**config.mk**
```make
export PLATFORM = sky130hd
export DESIGN_NAME = status_level_bar
export DESIGN_NICKNAME = d
export VERILOG_FILES = /design/src/rtl/status_level_bar_pkg.sv /design/src/rtl/level_bar_cell_hit.sv /design/src/rtl/status_level_bar.sv
export SDC_FILE = /design/constraint.sdc
export NUM_CORES = 1
export LEC_CHECK = 0
export CORE_MARGIN = 5
export CORE_UTILIZATION = 40
export DETAILED_ROUTE_END_ITERATION = 12
export DONT_BUFFER_PORTS = 1
export GPL_TIMING_DRIVEN = 0
export PLACE_DENSITY = 0.59
export RECOVER_POWER = 25
export SLEW_MARGIN = 40
export SYNTH_ARGS = -nofsm -noshare
export SYNTH_HDL_FRONTEND = slang
export SYNTH_SLANG_ARGS = --single-unit
```
**constraint.sdc**
```tcl
create_clock -name clk -period 3.9 [get_ports clk]
set_input_delay 0.78 -clock clk [delete_from_list [all_inputs] [get_ports clk]]
set_output_delay 0.78 -clock clk [all_outputs]
set_load 0.01 [all_outputs]
```
**src/rtl/status_level_bar_pkg.sv**
```systemverilog
// Shared definitions for the HUD level bar: screen placement, cell colours,
// bar state encoding and the cell placement helper.
package status_level_bar_pkg;

    // Screen position of the level status object (cell 0 top-left pixel)
    localparam logic [10:0] LEVEL_STATUS_TOP_LEFT_X = 11'd40;
    localparam logic [10:0] LEVEL_STATUS_TOP_LEFT_Y = 11'd20;

    // RGB332 cell colours
    localparam logic [7:0] LEVEL_COLOR_DONE = 8'b00011100;
    localparam logic [7:0] LEVEL_COLOR_PEND = 8'b01001001;
    localparam logic [7:0] LEVEL_COLOR_FAIL = 8'b00000011;

    typedef enum logic [1:0] {
        PLAYING    = 2'd0,
        FLASH_FAIL = 2'd1,
        COMPLETE   = 2'd2
    } level_bar_state_t;

    // Left edge of cell idx; plain 11-bit unsigned sum, the parameters
    // are expected to keep the whole bar on screen.
    function automatic logic [10:0] cell_x0(input logic [10:0] x0, input int unsigned idx,
                                            input int unsigned pitch);
        return x0 + 11'(idx * pitch);
    endfunction

endpackage

```
**src/rtl/level_bar_cell_hit.sv**
```systemverilog
// Combinational rectangle test for one square cell of the level bar.
// A pixel hits when X0 <= x < X0+SIZE and Y0 <= y < Y0+SIZE.
module level_bar_cell_hit #(
    parameter logic [10:0] X0   = 11'd0,
    parameter logic [10:0] Y0   = 11'd0,
    parameter int unsigned SIZE = 15
) (
    input  logic [10:0] pixel_x,
    input  logic [10:0] pixel_y,
    output logic        hit
);

    // Exclusive far edges kept 12 bits wide so a cell at the screen edge cannot wrap
    localparam logic [11:0] X1 = {1'b0, X0} + 12'(SIZE);
    localparam logic [11:0] Y1 = {1'b0, Y0} + 12'(SIZE);

    logic in_x;
    logic in_y;

    // Bounds comparison on both axes
    always_comb begin
        in_x = (pixel_x >= X0) && ({1'b0, pixel_x} < X1);
        in_y = (pixel_y >= Y0) && ({1'b0, pixel_y} < Y1);
        hit  = in_x && in_y;
    end

endmodule

```
**src/rtl/status_level_bar.sv**
```systemverilog
// Multi-level progress bar for the pinball HUD. Draws NUM_LEVELS square
// cells in a row, colours them by progress, blinks the current cell and
// flashes the whole bar after a failed level. Outputs feed the shared
// drawRequest/RGB mux and are registered (valid one clock after the pixel).
module status_level_bar
    import status_level_bar_pkg::*;
#(
    parameter int unsigned NUM_LEVELS   = 4,
    parameter int unsigned CELL_SIZE    = 15,
    parameter int unsigned CELL_GAP     = 4,
    parameter logic [10:0] TOP_LEFT_X   = LEVEL_STATUS_TOP_LEFT_X,
    parameter logic [10:0] TOP_LEFT_Y   = LEVEL_STATUS_TOP_LEFT_Y,
    parameter int unsigned BLINK_FRAMES = 16,
    parameter int unsigned FLASH_FRAMES = 60,
    localparam int unsigned LW          = $clog2(NUM_LEVELS + 1)
) (
    input  logic          clk,
    input  logic          resetN,
    input  logic [10:0]   pixelX,
    input  logic [10:0]   pixelY,
    input  logic          startOfFrame,
    input  logic          level_up,
    input  logic          reset_level,
    input  logic          new_game,
    output logic          drawStatusLevel,
    output logic [7:0]    RGBStatusLevel,
    output logic [LW-1:0] current_level,
    output logic          all_levels_done
);

    localparam int unsigned CELL_PITCH = CELL_SIZE + CELL_GAP;
    localparam int unsigned BW = (BLINK_FRAMES > 1) ? $clog2(BLINK_FRAMES) : 1;
    localparam int unsigned FW = (FLASH_FRAMES > 1) ? $clog2(FLASH_FRAMES) : 1;

    localparam logic [BW-1:0] BLINK_LAST = BW'(BLINK_FRAMES - 1);
    localparam logic [FW-1:0] FLASH_LAST = FW'(FLASH_FRAMES - 1);
    localparam logic [LW-1:0] LAST_LEVEL = LW'(NUM_LEVELS - 1);
    localparam logic [LW-1:0] ALL_DONE   = LW'(NUM_LEVELS);

    level_bar_state_t state_q, state_d;
    logic [LW-1:0]    level_q, level_d;
    logic [BW-1:0]    blink_cnt_q, blink_cnt_d;
    logic             blink_phase_q, blink_phase_d;
    logic [FW-1:0]    flash_cnt_q, flash_cnt_d;
    logic             draw_q, draw_d;
    logic [7:0]       rgb_q, rgb_d;

    logic [NUM_LEVELS-1:0] cell_hit;
    logic                  any_hit;
    logic [LW-1:0]         hit_idx;
    logic [7:0]            pix_color;

    // One comparator per cell; cells are disjoint so at most one hits
    for (genvar i = 0; i < NUM_LEVELS; i++) begin : g_cell
        level_bar_cell_hit #(
            .X0   (cell_x0(TOP_LEFT_X, i, CELL_PITCH)),
            .Y0   (TOP_LEFT_Y),
            .SIZE (CELL_SIZE)
        ) u_cell_hit (
            .pixel_x (pixelX),
            .pixel_y (pixelY),
            .hit     (cell_hit[i])
        );
    end

    // OR-based index encoder; no priority needed since hits are one-hot or zero
    always_comb begin
        any_hit = |cell_hit;
        hit_idx = '0;
        for (int i = 0; i < NUM_LEVELS; i++) begin
            if (cell_hit[i]) begin
                hit_idx = hit_idx | LW'(i);
            end
        end
    end

    // Cell colour from the registered state/level, so same-cycle events never affect it
    always_comb begin
        pix_color = LEVEL_COLOR_PEND;
        case (state_q)
            PLAYING: begin
                if (hit_idx < level_q) begin
                    pix_color = LEVEL_COLOR_DONE;
                end else if (hit_idx == level_q) begin
                    pix_color = blink_phase_q ? LEVEL_COLOR_DONE : LEVEL_COLOR_PEND;
                end else begin
                    pix_color = LEVEL_COLOR_PEND;
                end
            end
            FLASH_FAIL: pix_color = blink_phase_q ? LEVEL_COLOR_FAIL : LEVEL_COLOR_PEND;
            COMPLETE:   pix_color = LEVEL_COLOR_DONE;
            default:    pix_color = LEVEL_COLOR_PEND;
        endcase
    end

    // Pixel output next-state: black whenever nothing is drawn
    always_comb begin
        draw_d = any_hit;
        rgb_d  = any_hit ? pix_color : 8'h00;
    end

    // Progress FSM plus blink and flash counters
    always_comb begin
        state_d       = state_q;
        level_d       = level_q;
        flash_cnt_d   = flash_cnt_q;
        blink_cnt_d   = blink_cnt_q;
        blink_phase_d = blink_phase_q;

        // Blink runs in every state
        if (startOfFrame) begin
            if (blink_cnt_q == BLINK_LAST) begin
                blink_cnt_d   = '0;
                blink_phase_d = ~blink_phase_q;
            end else begin
                blink_cnt_d = blink_cnt_q + 1'b1;
            end
        end

        if (new_game) begin
            state_d       = PLAYING;
            level_d       = '0;
            flash_cnt_d   = '0;
            blink_cnt_d   = '0;
            blink_phase_d = 1'b0;
        end else begin
            case (state_q)
                PLAYING: begin
                    if (reset_level) begin
                        state_d     = FLASH_FAIL;
                        level_d     = '0;
                        flash_cnt_d = '0;
                    end else if (level_up) begin
                        if (level_q == LAST_LEVEL) begin
                            level_d = ALL_DONE;
                            state_d = COMPLETE;
                        end else begin
                            level_d = level_q + 1'b1;
                        end
                    end
                end
                FLASH_FAIL: begin
                    // level_up is ignored while flashing
                    if (reset_level) begin
                        flash_cnt_d = '0;
                    end else if (startOfFrame) begin
                        if (flash_cnt_q == FLASH_LAST) begin
                            flash_cnt_d = '0;
                            state_d     = PLAYING;
                        end else begin
                            flash_cnt_d = flash_cnt_q + 1'b1;
                        end
                    end
                end
                COMPLETE: begin
                    // Sticky until new_game
                end
                default: state_d = PLAYING;
            endcase
        end
    end

    // State registers with synchronous active-high reset
    always_ff @(posedge clk) begin
        if (resetN) begin
            state_q       <= PLAYING;
            level_q       <= '0;
            blink_cnt_q   <= '0;
            blink_phase_q <= 1'b0;
            flash_cnt_q   <= '0;
            draw_q        <= 1'b0;
            rgb_q         <= 8'h00;
        end else begin
            state_q       <= state_d;
            level_q       <= level_d;
            blink_cnt_q   <= blink_cnt_d;
            blink_phase_q <= blink_phase_d;
            flash_cnt_q   <= flash_cnt_d;
            draw_q        <= draw_d;
            rgb_q         <= rgb_d;
        end
    end

    // Output drive
    always_comb begin
        drawStatusLevel = draw_q;
        RGBStatusLevel  = rgb_q;
        current_level   = level_q;
        all_levels_done = (state_q == COMPLETE);
    end

endmodule

```
---- Word level (Yosys, flattened, before mapping) ----
Index checks and enable logic that the tools add are counted.
word-level totals
  register bits after elaboration ......... 25
  input port bits ......................... 28
operators by class
  add/subtract/negate cells ............... 3
  $lt $le $gt $ge ......................... 11
  equality and inequality tests ........... 13
  multiplexer cells ....................... 24
  bitwise gates (word level) .............. 3
  reduce and logical (&&, ||, !) cells .... 19
operator list
  kind                   count
  $lt A11 B7 Y1 const B  3
  $mux W7                4
  $mux W6                4
  $pmux W8 S3            1
  $ge A11 B6 Y1 const B  2
  $ge A11 B7 Y1 const B  2
  $lt A11 B6 Y1 const B  2
  $mux W2                8
  $pmux W6 S2            1
  $ge A11 B5 Y1 const B  1
  $logic_and A1 B1 Y1    9
  $mux W3                3
  $ne A3 B3 Y1 const B   3
  $ne A2 B2 Y1 const B   4
  $add A6 B1 Y6 const B  1
  $eq A6 B6 Y1 const B   1
  $pmux W2 S3            1
  $reduce_and A6 Y1      1
  $add A4 B1 Y4 const B  1
  $eq A4 B4 Y1 const B   1
  $mux W4                1
  $reduce_and A2 Y1      2
  $reduce_bool A2 Y1     2
  $reduce_or A2 Y1       2
  other kinds (11)       13

---- Logic depth before layout (Yosys ltp) ----
  depth after elaboration ................. 10
  gate-level depth with buffers ........... 9

---- Hierarchy ----
A second synthesis with hierarchy kept.
second synthesis, totals
  cells, all modules ...................... 170
  area total of the unflattened synthesis .. 1430.1 um^2
by module, submodules not included
  module                                     instances  cells each  area each (um^2)  sequential area each (um^2)
  status_level_bar                           1          121         1102.3            440.4
  level_bar_cell_hit (g_cell[1].u_cell_hit)  1          15          91.3              0.0
  level_bar_cell_hit (g_cell[2].u_cell_hit)  1          12          85.1              0.0
  level_bar_cell_hit (g_cell[0].u_cell_hit)  1          12          83.8              0.0
  level_bar_cell_hit (g_cell[3].u_cell_hit)  1          10          67.6              0.0

---- Least setup slack after synthesis ----
Ideal clock, no wire load.
  path type ............................... input -> register
  start ................................... in pixelY[7]
  end ..................................... reg rgb_q[4] (netlist: RGBStatusLevel[4])
  library setup time ...................... 0.112 ns
  arrival time ............................ 2.616 ns
  required time ........................... 3.788 ns
  setup slack ............................. 1.172 ns
  stages .................................. 8
  buffers on the path ..................... 0
  cell sequence ........................... or4_1 nor2_1 nand2_1 nor2_1 ha_1 a21o_1 a31o_2 a2111oi_1
between the ends
  longest elaborated chain between the ends .. 10
RTL lines
  item                                                  line                      RTL
  start: declaration                                    status_level_bar.sv:20    input logic [10:0] pixelY,
  $ge A11 B5 Y1 or $lt A11 B6 Y1 (tied branches)        level_bar_cell_hit.sv:23  in_y = (pixel_y >= Y0) && ({1'b0, pixel_y} < Y1);
  $logic_and A1 B1 Y1 *                                 level_bar_cell_hit.sv:23
  branches (longest 8 deep; another with $lt A2 B3 Y1)  n/a
  end signal: assignment                                status_level_bar.sv:180   rgb_q <= rgb_d;
  end: declaration                                      status_level_bar.sv:46    logic [7:0] rgb_q, rgb_d;
Every way passes the cells marked *.
A chain may end at the register's enable or synchronous reset.

---- Final worst setup path ----
Ends and elaborated chain as after synthesis.

==> run metrics <==
num rows 20; first-pass GRT wire length 4.20 mm; Post-Synth Simple-Gate Area 27.2%; minimum clock period 2.60 ns; grt ovf 0; Post-synth EDFFs 0; # diodes 0; Clock transition at path regs 0.11 ns; met1 GRT Util 15.1%; Seq cells post-synth 22; Pre-Repair DR Iteration Count 4; largest net degree at the start of global routing 13; Mapped Area 1250 um2; routability cong. 0.788; status completed; unrepaired setup endpoints after global routing no; LEAKAGE 0.431 nW; YS warnings 0; Cell Chain, Critical Path or4_1 > nor2_1 > nand2_1 > nor2_1 > ha_1 > a21o_1 > a31o_2 > a2111oi_1; CP startpoint kind primary input; Crit Path Max Fanout 7; Vert. Die Dim 65.8 um; Peak VDD IR 236 uV; DRC Markers 0; skew final 0.00249 ns; most frequent cell after synthesis dfxtp_1; GRT Resource Usage Total 12.3%; CTS resizes 0; max frequency 0.385 GHz; First DRT Iteration DRCs 35; Initial Util 41.2%; Crit Path Class in2reg; Worst Path Arrival 2.79 ns; leading area contributor after synthesis dfxtp_1; core area 3030 um2; die area 4330 um2; dominant cells by area after synthesis dfxtp_1 (35%), ha_1 (6.0%), nor2_1 (6.0%); Nets 184; antenna violations before repair 0; post-DR wirelength/cell 12.9 um; CP max stage delay 0.51 ns; final hold vios 0; # Post-CTS Setup Buffers 0; vias in the first global route 946; ratio of cells with drive above 1 in the final layout 9.40%; Crit path top cell by count nor2_1; # hold bufs at CTS 0; GRT Max-Usage Layer met2; crit share post-route 66.7%; Layout area overhead 7.53%; met2 GRT Util 20.2%; CTS Buf Count 3; H-tree depth 1; Antenna Nets Post-Route 0; filler cell count 310; xor and xnor area share after synthesis 5.62%; Horiz. Die Dim 65.8 um; CTS tree done; Distinct cells, synth 43; P per Cell Area 286 nW/um2; Syn Inst Count 144; worst-skew pair later-pin latency 0.30 ns; CP endpoint kind flop; sequential fraction of the synthesis area 35.3%; Post-Synth Adder-Cell Area 6.02%; grt met3 use 5.27%; max-slew violations 0; via count 1038; Main synth FF type dfxtp_1; FFs w/ async S/R, synth 0%; most frequent cells after synthesis dfxtp_1 (22), nor2_1 (20); post-synthesis mux area share 1.61%; syn avg cell area 8.65 um2; Clock Sinks 22; Setup violations, final 0; CTS Buffer Depth 2; IO buf count 0; area share of the leading cell type in the synthesized netlist 35.3%; Max-cap violations 0; vias per cell 5.38; IO Pins 41; Synth Area in Compound Gates 18.9%; critical path required time 4.09 ns; critical path's slowest cell or4_1; main combinational cell family by area after synthesis simple AND/OR/NAND/NOR gates; clk root buf clkbuf_4; drt total wl 2.49 mm; DP Wirelength 2.02 mm; worst hold path class reg2reg; Total Power 0.384 mW; TNS Setup 0 ns
layout make-up:
cell class	instances	area (um2)	share of cell area, %
Clock buffer	4	36.3	2.71
Inverter	5	18.8	1.40
Tap cell	44	55.1	4.11
Buffer	8	42.5	3.17
Multi-Input combinational cell	110	747	55.7
Sequential cell	22	440	32.9
stage by stage:
step	util (%)	cells	setup WS (ns)	hold WS, ns	cell area [um2]
global placement	43.1	189	0.975	0.490	1310
floorplan	-	145	1.17	0.467	1250
detailed placement	43.1	189	0.984	0.502	1310
CTS	44.3	193	1.29	0.519	1340
finish	44.3	193	1.30	0.517	1340
global route	44.3	193	1.14	0.505	1340
sequential cells by signal, indices dropped and copies added, names as in the netlist:
name	count
RGBStatusLevel	5
blink_cnt_q	4
blink_phase_q	1
current_level	3
drawStatusLevel	1
flash_cnt_q	6
state_q	2
routing by layer:
layer	part of all wire, %	wire, um	vias to the layer above
met3	7.0	175	4
met5	0	0	-
met1	45	1120	474
met4	0.80	20	0
li1	-	-	541
met2	47	1180	19
cell families (layout without fill, tap and decap cells):
family	after synthesis	in the layout
adders and majority gates	6	6
DFF	22	22
buffers and inverters	13	17
xor gates and xnor gates	8	8
and+or+nand+nor	60	60
muxes	2	2
AOI/OAI and AO/OA	32	32
other	1	2
critical path: cells and delay by family:
| family | cells | cell delay [ns] |
|---|---|---|
| and+or+nand+nor | 4 | 0.98 |
| AOI/OAI and AO/OA | 3 | 0.77 |
| adders and majority gates | 1 | 0.25 |
layout by cell type (no fill, tap or decap), types with 3 or more instances in the layout:
cell / netlist / layout
o21ai_0: 4 / 4
xnor2_1: 6 / 6
nand3_1: 6 / 6
nor3_1: 6 / 6
a2111oi_1: 4 / 4
nand2b_1: 3 / 3
nand2_1: 6 / 6
clkbuf_1: 3 / 4
dfxtp_1: 22 / 22
inv_1: 5 / 5
clkbuf_4: 0 / 3
a21oi_1: 6 / 6
a211oi_1: 3 / 3
nand4_1: 3 / 3
ha_1: 6 / 6
buf_4: 3 / 3
nor2_1: 20 / 20
power by group:
part           switching (mW)  leakage [nW]  total [mW]  internal, mW
clock                  0.0629        0.0210       0.120        0.0569
combinational          0.0189         0.233      0.0348        0.0159
sequential            0.00235         0.178       0.229         0.227
total                  0.0841         0.431       0.384         0.299
final timing paths:
check | start | to | slack (ns) | cells after the start
worst max register to register | current_level[1]$_SDFFE_PP0P_ | RGBStatusLevel[4]$_SDFF_PP0_ | 2.20 | 5
worst max-delay path | pixelY[7] | RGBStatusLevel[4]$_SDFF_PP0_ | 1.30 | 8
worst min register to register | flash_cnt_q[1]$_SDFFE_PP0P_ | flash_cnt_q[1]$_SDFFE_PP0P_ | 0.52 | 2
worst min-delay path | flash_cnt_q[1]$_SDFFE_PP0P_ | flash_cnt_q[1]$_SDFFE_PP0P_ | 0.52 | 2
Note: power is estimated with default switching activity, not from simulation.
